`src/rtl/vga_pkg.sv`:
```
// Shared types and the fixed video-mode table for the VGA mode controller.
// Field widths are sized so the largest total (1344 x 806) fits without overflow.
package vga_pkg;

  localparam int VGA_MAX_H_WIDTH = 11;
  localparam int VGA_MAX_V_WIDTH = 10;
  localparam int VGA_MODE_W      = 2;
  localparam int VGA_TABLE_SIZE  = 4;

  typedef struct packed {
    logic [VGA_MAX_H_WIDTH-1:0] hd;
    logic [VGA_MAX_H_WIDTH-1:0] hf;
    logic [VGA_MAX_H_WIDTH-1:0] hr;
    logic [VGA_MAX_H_WIDTH-1:0] hb;
    logic [VGA_MAX_V_WIDTH-1:0] vd;
    logic [VGA_MAX_V_WIDTH-1:0] vf;
    logic [VGA_MAX_V_WIDTH-1:0] vr;
    logic [VGA_MAX_V_WIDTH-1:0] vb;
  } vga_timing_t;

  typedef enum logic [2:0] {
    ST_INIT,
    ST_IDLE,
    ST_WAIT_FRAME,
    ST_LOAD,
    ST_ACK
  } vga_ctrl_state_e;

  localparam vga_timing_t VGA_MODES [VGA_TABLE_SIZE] = '{
    '{hd: 11'd640,  hf: 11'd16, hr: 11'd96,  hb: 11'd48,
      vd: 10'd480,  vf: 10'd10, vr: 10'd2,   vb: 10'd33},
    '{hd: 11'd800,  hf: 11'd40, hr: 11'd128, hb: 11'd88,
      vd: 10'd600,  vf: 10'd1,  vr: 10'd4,   vb: 10'd23},
    '{hd: 11'd1024, hf: 11'd24, hr: 11'd136, hb: 11'd160,
      vd: 10'd768,  vf: 10'd3,  vr: 10'd6,   vb: 10'd29},
    '{hd: 11'd8,    hf: 11'd2,  hr: 11'd2,   hb: 11'd2,
      vd: 10'd4,    vf: 10'd1,  vr: 10'd1,   vb: 10'd1}
  };

  // Last horizontal / vertical count of a frame (total minus one).
  function automatic logic [VGA_MAX_H_WIDTH-1:0] vga_hmax(input vga_timing_t t);
    return t.hd + t.hf + t.hr + t.hb - VGA_MAX_H_WIDTH'(1);
  endfunction

  function automatic logic [VGA_MAX_V_WIDTH-1:0] vga_vmax(input vga_timing_t t);
    return t.vd + t.vf + t.vr + t.vb - VGA_MAX_V_WIDTH'(1);
  endfunction

endpackage

```
`src/rtl/vga_mode_rom.sv`:
```
// Combinational mode-index to timing-field lookup.
// Zero latency; no state.
module vga_mode_rom
  import vga_pkg::*;
(
  input  logic [VGA_MODE_W-1:0] i_idx,
  output vga_timing_t           o_timing
);

  assign o_timing = VGA_MODES[i_idx];

endmodule

```
`src/rtl/vga_mode_ctrl.sv`:
```
// Mode-switch controller: reprograms the timing generator only on the last pixel
// of a frame (or on watchdog expiry) and acknowledges each request exactly once.
module vga_mode_ctrl
  import vga_pkg::*;
#(
  parameter int NUM_MODES   = 4,
  parameter int RESET_MODE  = 0,
  parameter int WDOG_CYCLES = 2**22
) (
  input  logic                       clk_i,
  input  logic                       arstn_i,
  input  logic [VGA_MODE_W-1:0]      mode_i,
  input  logic                       mode_req_i,
  output logic                       mode_ack_o,
  output logic                       mode_err_o,
  output logic                       busy_o,
  input  logic [VGA_MAX_H_WIDTH-1:0] hcount_i,
  input  logic [VGA_MAX_V_WIDTH-1:0] vcount_i,
  output logic [VGA_MAX_H_WIDTH-1:0] hd_o,
  output logic [VGA_MAX_H_WIDTH-1:0] hf_o,
  output logic [VGA_MAX_H_WIDTH-1:0] hr_o,
  output logic [VGA_MAX_H_WIDTH-1:0] hb_o,
  output logic [VGA_MAX_V_WIDTH-1:0] vd_o,
  output logic [VGA_MAX_V_WIDTH-1:0] vf_o,
  output logic [VGA_MAX_V_WIDTH-1:0] vr_o,
  output logic [VGA_MAX_V_WIDTH-1:0] vb_o,
  output logic                       we_o,
  output logic [VGA_MODE_W-1:0]      cur_mode_o
);

  localparam int WDOG_W = (WDOG_CYCLES > 1) ? $clog2(WDOG_CYCLES) : 1;
  localparam logic [VGA_MODE_W-1:0] RESET_IDX    = VGA_MODE_W'(RESET_MODE);
  localparam vga_timing_t           RESET_TIMING = VGA_MODES[RESET_IDX];

  vga_ctrl_state_e       r_state;
  vga_ctrl_state_e       w_state_nxt;
  vga_timing_t           r_timing;
  vga_timing_t           w_rom_timing;
  logic [VGA_MODE_W-1:0] r_pend;
  logic [VGA_MODE_W-1:0] r_cur;
  logic [WDOG_W-1:0]     r_wdog;
  logic                  r_we;
  logic                  r_ack;
  logic                  r_err;
  logic                  r_busy;

  logic                       w_latch;
  logic                       w_load;
  logic                       w_err_nxt;
  logic                       w_frame_hit;
  logic                       w_wdog_hit;
  logic [VGA_MAX_H_WIDTH-1:0] w_hmax_cur;
  logic [VGA_MAX_V_WIDTH-1:0] w_vmax_cur;

  vga_mode_rom u_rom (
    .i_idx    (r_pend),
    .o_timing (w_rom_timing)
  );

  assign w_hmax_cur = vga_hmax(r_timing);
  assign w_vmax_cur = vga_vmax(r_timing);

  // Registering on the second-to-last pixel puts the write strobe on the last one.
  assign w_frame_hit = (hcount_i == w_hmax_cur - VGA_MAX_H_WIDTH'(1)) &&
                       (vcount_i == w_vmax_cur);
  assign w_wdog_hit  = (r_wdog == WDOG_W'(WDOG_CYCLES - 1));

  always_comb begin
    w_state_nxt = r_state;
    w_latch     = 1'b0;
    w_load      = 1'b0;
    w_err_nxt   = 1'b0;
    case (r_state)
      ST_INIT: w_state_nxt = ST_IDLE;
      ST_IDLE: begin
        if (mode_req_i) begin
          if (32'(mode_i) >= 32'(NUM_MODES)) begin
            w_state_nxt = ST_ACK;
            w_err_nxt   = 1'b1;
          end else if (mode_i == r_cur) begin
            w_state_nxt = ST_ACK;
          end else begin
            w_latch     = 1'b1;
            w_state_nxt = ST_WAIT_FRAME;
          end
        end
      end
      ST_WAIT_FRAME: begin
        if (w_frame_hit || w_wdog_hit) begin
          w_load      = 1'b1;
          w_state_nxt = ST_LOAD;
        end
      end
      ST_LOAD: w_state_nxt = ST_ACK;
      ST_ACK:  w_state_nxt = ST_IDLE;
      default: w_state_nxt = ST_INIT;
    endcase
  end

  always_ff @(posedge clk_i or negedge arstn_i) begin
    if (!arstn_i) begin
      r_state  <= ST_INIT;
      r_timing <= RESET_TIMING;
      r_cur    <= RESET_IDX;
      r_pend   <= RESET_IDX;
      r_wdog   <= '0;
      r_we     <= 1'b0;
      r_ack    <= 1'b0;
      r_err    <= 1'b0;
      r_busy   <= 1'b0;
    end else begin
      r_state <= w_state_nxt;
      r_we    <= (r_state == ST_INIT) || w_load;
      r_ack   <= (w_state_nxt == ST_ACK);
      r_err   <= w_err_nxt;
      r_busy  <= (w_state_nxt != ST_IDLE);
      r_wdog  <= ((r_state == ST_WAIT_FRAME) && (w_state_nxt == ST_WAIT_FRAME)) ?
                 r_wdog + WDOG_W'(1) : '0;
      if (r_state == ST_INIT) begin
        r_timing <= RESET_TIMING;
        r_cur    <= RESET_IDX;
      end
      if (w_latch) begin
        r_pend <= mode_i;
      end
      if (w_load) begin
        r_timing <= w_rom_timing;
        r_cur    <= r_pend;
      end
    end
  end

  assign we_o       = r_we;
  assign mode_ack_o = r_ack;
  assign mode_err_o = r_err;
  assign busy_o     = r_busy;
  assign cur_mode_o = r_cur;
  assign hd_o       = r_timing.hd;
  assign hf_o       = r_timing.hf;
  assign hr_o       = r_timing.hr;
  assign hb_o       = r_timing.hb;
  assign vd_o       = r_timing.vd;
  assign vf_o       = r_timing.vf;
  assign vr_o       = r_timing.vr;
  assign vb_o       = r_timing.vb;

endmodule

```
`config.mk`:
```
export PLATFORM = sky130hd
export DESIGN_NAME = vga_mode_ctrl
export DESIGN_NICKNAME = d
export VERILOG_FILES = /design/src/rtl/vga_pkg.sv /design/src/rtl/vga_mode_rom.sv /design/src/rtl/vga_mode_ctrl.sv
export SDC_FILE = /design/constraint.sdc
export NUM_CORES = 1
export LEC_CHECK = 0
export CORE_MARGIN = 2
export CORE_UTILIZATION = 51
export DETAILED_ROUTE_END_ITERATION = 8
export GPL_ROUTABILITY_DRIVEN = 0
export GPL_TIMING_DRIVEN = 0
export MAX_ROUTING_LAYER = met4
export PLACE_DENSITY = 0.95
export SLEW_MARGIN = 40
export SYNTH_ARGS = -nofsm -noshare
export SYNTH_HDL_FRONTEND = slang
export SYNTH_SLANG_ARGS = --single-unit
```
`constraint.sdc`:
```
create_clock -name clk_i -period 8.3 [get_ports clk_i]
set_input_delay 1.66 -clock clk_i [delete_from_list [all_inputs] [get_ports clk_i]]
set_output_delay 1.66 -clock clk_i [all_outputs]
set_load 0.02 [all_outputs]
```
# == Word level (Yosys, flattened, before mapping) ==
# Cells that the tools add are included.
# classes
addsub,10
n_lt_le_gt_ge,1
eq_ne,11
mux,17
bitwise_logic,1
n_reduce_logical,7
# op_table
cell,n
$mux 84,4
$bmux 84 s2,1
$add 11x11->11,3
$add 10x10->10,3
$add 22x1->22 const B,1
$eq 22x22->1 const B,1
$mux 22,1
$sub 11x1->11 const B,2
$pmux 3 s4,1
$eq 11x11->1,1
$eq 10x10->1,1
$sub 10x1->10 const B,1
$eq 3x2->1 const B,3
$mux 3,3
$eq 3x3->1 const B,2
$mux 1,5
$mux 2,2
$eq 3x1->1 const B,1
$ge 3x3->1 const B,1
$logic_not 3->1,1
$ne 3x1->1 const B,1
$not 2->3,1
$eq 2x2->1,1
$logic_and 1x1->1,2
other kinds (3),4
# word_totals
register_bits,116
inputBits,26
elab_cells,62

# == Depth between registers and ports, before layout ==
# logic_depth
ltp_word,13
mapped_depth,16
mapped_depth_nobuf,14

# == Modules after synthesis ==
# Synthesis repeated with hierarchy kept, for this count alone.
# hier_totals
hier_cells,810
hier_area_um2,8003.9
# modules_own_cells
mod,n_inst,cells_each,area_per_inst_um2,seq_area_each_um2
vga_mode_ctrl,1,723,7345.8,2922.8
vga_mode_rom,1,87,658.1,0.0

# == Worst setup path after synthesis ==
# No wires, ideal clock.
# synth_timing
path_type,reg-to-reg
startpoint,"register r_timing, in the netlist hd_o[3]"
endpoint,"register r_timing, in the netlist hd_o[3]"
setup_time_ns,0.125
arrival_time_ns,3.841
required_ns,8.175
path_slack_ns,4.334
stages_incl_launch_ff,16
path_buffers,1
period_less_slack_ns,3.966
cell_sequence,dfrtp_1 -> inv_1 -> ha_1 -> inv_1 -> ha_1 -> fa_1 -> ha_1 -> fa_1 -> a21o_1 -> a21oi_1 -> xnor2_1 -> nand4_1 -> nor4b_2 -> a22o_1 -> buf_6 -> mux2_2
# synth_via
elab_chain_cells,11
elab_cells_between_ends,12
cone_classes,add/sub: 5; eq/ne: 1; mux: 3; reduce/logical: 3
# synth_rtl
element,line_no,text
start: declaration,vga_mode_ctrl.sv:37,vga_timing_t r_timing;
start signal: assignment,vga_mode_ctrl.sv:127,r_timing <= w_rom_timing;
$add 11x11->11 * (3 in series),vga_pkg.sv:42,return t.hd + t.hf + t.hr + t.hb - VGA_MAX_H_WIDTH'(1);
$sub 11x1->11 *,vga_pkg.sv:42,
$sub 11x1->11 *,vga_mode_ctrl.sv:64,assign w_frame_hit = (hcount_i == w_hmax_cur - VGA_MAX_H_WIDTH'(1)) &&
$eq 11x11->1 *,vga_mode_ctrl.sv:64,
$logic_and 1x1->1 *,vga_mode_ctrl.sv:64,
$logic_or 1x1->1 *,vga_mode_ctrl.sv:89,if (w_frame_hit || w_wdog_hit) begin
$mux 1 *,vga_mode_ctrl.sv:89,
$mux 1 *,vga_mode_ctrl.sv:73,case (r_state)
$mux 84 / $reduce_bool 2->1 (equally long branches),-,
# Every way passes the cells marked *; elsewhere a longest branch is shown, timed or not.
# A chain may end at the register's enable or synchronous reset.

# == Final worst setup path ==
# layout_timing
startpoint,"register r_timing, in the netlist hd_o[3]"
endpoint,"register r_timing, in the netlist hd_o[8]"
# The elaborated chain is that of the path after synthesis.

==> run metrics <==
status=finished clean; Util after Layout=68.5%; Synth Area in XOR/XNOR=roughly 14%; compound-cell area share of the yosys netlist=4.48%; total of max-cap violations=0; CTS buffer count=5; # DRC=0; fill count=523; drt first-iter violations=125; period utilization=53.4%; simple-gate share of the synthesized area=14.1%; Mapped Area=0.00358 sq mm; CTS Sinks=40; die width=87.8 um; worst vdd ir=0.154 mV; Max Clk Rate=226 MHz; Ports=116; final setup violation count=0; clk_skew=0.00600 ns; post-CTS sizing=0; DP Area=0.00456 sq mm; CP Data Arrival Time=4.61 ns; Overall Global Routing Usage=20.6%; vias in the first global route=approximately 2,700; Pwr Density=113 mW/mm^2; via/cell ratio=4.68; setup TNS=0 ns; Post-CTS Hold Buffers=0; Detailed Routing Iterations Pass 1=4; RSZ-0062 raised after global routing=false; routed wl met3=~540 um; Max-slew headroom=56.6%; largest family of logic cells by synthesized area=buffers and inverters; post-synth top area share=between 20% and 30%; leading area contributor after synthesis=dfrtp_1; root buf cell=clkbuf_8; WL met2=3.73 mm; total wire length=between 7 and 8 mm; Layout area overhead=30.0%; placed instance count=589; Mapped Cells=380; Final Hold Viols=0; max layer used=met4; top cells by area, synth=dfrtp_1 26%, buf_4 17%, ha_1 13%; r2r worst-path depth=15; hold depth=1; fin. max-slew vios=0; Routed WL per cell=12.7 um; # diodes=0; Post-Layout Cell Count=597; Std-Cell Core Area=roughly 0.0068 sq mm; Yosys warning total=0; Rows=30; htree depth=2; largest net degree at the start of global routing=a little over 40; first-pass GRT wire length=12.2 mm; Post-Syn Area per Cell=9.41 sq um; Via Count=approximately 2,800; Setup Buffers After CTS=0; Initial Util=between 50 and 60%; multiplexer share of the synthesized area=2.94%; Routed Antenna Nets=0; Die ar.=0.00770 sq mm; buffers added on ports=70; clk_lat worst skew=0.29 ns; Worst Hold Class=reg2reg; Critical Path RT=8.48 ns; synthesis-stage register bit count=40; Final Cell Area=0.00465 sq mm; Die Ht=approximately 90 um; Crit Path Max Fanout=12; Worst setup SP type=flip-flop; post-synthesis adder-cell area fraction=15.9%; metal1 wirelength=between 3 and 4 mm; initial antenna violation count=0; Yosys cell types=42; total global routing overflow=0; Final HPWL DP=5.92 mm; LEAKAGE=2.24 nW; CTS Buffer Depth=2; CP Class=reg2reg; sequential share of the synthesized area=28.1%; share of cells above drive strength 1=~20%; worst-margin pin slew=0.650 ns; CTS tree=done; Tmin final=4.43 ns; endpoint type of the worst setup path=flip-flop; Worst-path clk slew=0.07 ns; Final #Nets=~570
through the flow:
stage | hold slack [ns] | setup WS, ns | power (mW)
3_5_place_dp | 0.484 | 3.87 | 0.393
4_1_cts | 0.495 | 3.83 | 0.527
5_1_grt | 0.525 | 3.59 | 0.555
2_1_floorplan | 0.445 | 4.33 | 0.338
6_report | 0.493 | 3.87 | 0.526
3_3_place_gp | 0.463 | 3.99 | 0.386
cell usage after synthesis, drive strengths merged:
master / count
and2: 1
and3: 8
o21ai: 7
or3: 1
o21bai: 1
nand3: 8
nand2b: 5
a21o: 3
or2: 2
nor4: 3
xor2: 21
ha: 36
fa: 6
nor4b: 1
a41o: 1
nor3: 25
dfrtp: 37
inv: 22
or3b: 1
xnor2: 36
a22o: 1
a21oi: 8
o2111ai: 1
mux2i: 6
conb: 2
nor2b: 2
nand4: 5
a211oi: 2
mux2: 4
nand2: 15
buf: 82
clkbuf: 5
and4: 3
nand4b: 1
a31oi: 2
nor2: 13
dfstp: 3
cells in the final DEF (no fill, tap or decap), types with 2 or more instances in the layout:
cell type,count
a211oi_1,2
a21o_1,3
a21oi_1,8
a31oi_1,2
and3_1,8
and4_1,3
buf_4,80
clkbuf_1,6
clkbuf_8,6
clkdlybuf4s50_1,69
conb_1,45
dfrtp_1,37
dfstp_2,3
fa_1,6
ha_1,36
inv_1,22
mux2_2,3
mux2i_1,6
nand2_1,15
nand2b_1,5
nand3_1,8
nand4_1,5
nor2_1,13
nor2b_1,2
nor3_1,25
nor4_1,2
o21ai_0,7
or2_2,2
xnor2_1,36
xor2_1,21
worst max-delay path, stage by stage (launching register included):
cell and delay, ns:
dfrtp_1 0.63, inv_1 0.23, ha_1 0.33, inv_1 0.04
ha_1 0.28, fa_1 0.37, ha_1 0.23, fa_1 0.41
a21o_1 0.20, a21oi_1 0.21, o21ai_0 0.15, xnor2_1 0.14
nor4_1 0.39, a22o_1 0.21, buf_6 0.14, mux2_2 0.34
sequential cells by signal, summed over array words and instances (netlist names):
signal and cells:
hf_o 2, busy_o 1, vf_o 1, r_wdog 22, we_o 1, r_state 3, hr_o 1, hd_o 4
cur_mode_o 2, mode_ack_o 1, r_pend 2
layer usage:
metal | vias up | track usage (%)
li1 | 1378 | -
met1 | 1291 | 24.1
met2 | 111 | 36.0
met3 | 16 | 3.39
met4 | 0 | 6.43
met5 | - | -
cell families (layout without fill, tap and decap cells):
kind of cell    Yosys count  in the layout
compound gates           26             26
xor+xnor                 57             57
simple gates             94             94
mux                      10             10
other cells               2             45
fa+ha+maj                42             42
flops                    40             40
buf+inv                 109            187
area by class of cell:
| class | count | area, sq um | area share [%] |
|---|---|---|---|
| buffer | 87 | 643 | 13.8 |
| timing repair buffer | 70 | 698 | 15.0 |
| sequential | 40 | 1000 | 21.6 |
| clock inverter | 1 | 7.51 | 0.161 |
| clock buffer | 7 | 86.3 | 1.86 |
| inverter | 22 | 82.6 | 1.78 |
| tap | 96 | 120 | 2.58 |
| multi-input combinational | 274 | 2010 | 43.2 |
path summary, 6_finish.rpt:
check / slack (ns) / endpoint / startpoint
setup / recovery: 3.87 / hd_o[8] / hd_o[3]
hold / removal: 0.49 / hd_o[9] / r_pend[1]
setup reg to reg: 3.87 / hd_o[8] / hd_o[3]
hold reg to reg: 0.49 / hd_o[9] / r_pend[1]
max in group asynchronous: 6.61 / hf_o[4] / arstn_i
min in group asynchronous: 1.32 / r_wdog[13] / arstn_i
report_power, final:
part | switching (mW) | leakage (nW) | total [mW] | internal (mW)
sequential | 0.0157 | 0.537 | 0.229 | 0.213
combinational | 0.0948 | 1.66 | 0.163 | 0.0678
clock | 0.0668 | 0.0445 | 0.134 | 0.0675
No activity file was read; power rests on OpenSTA's default activity.
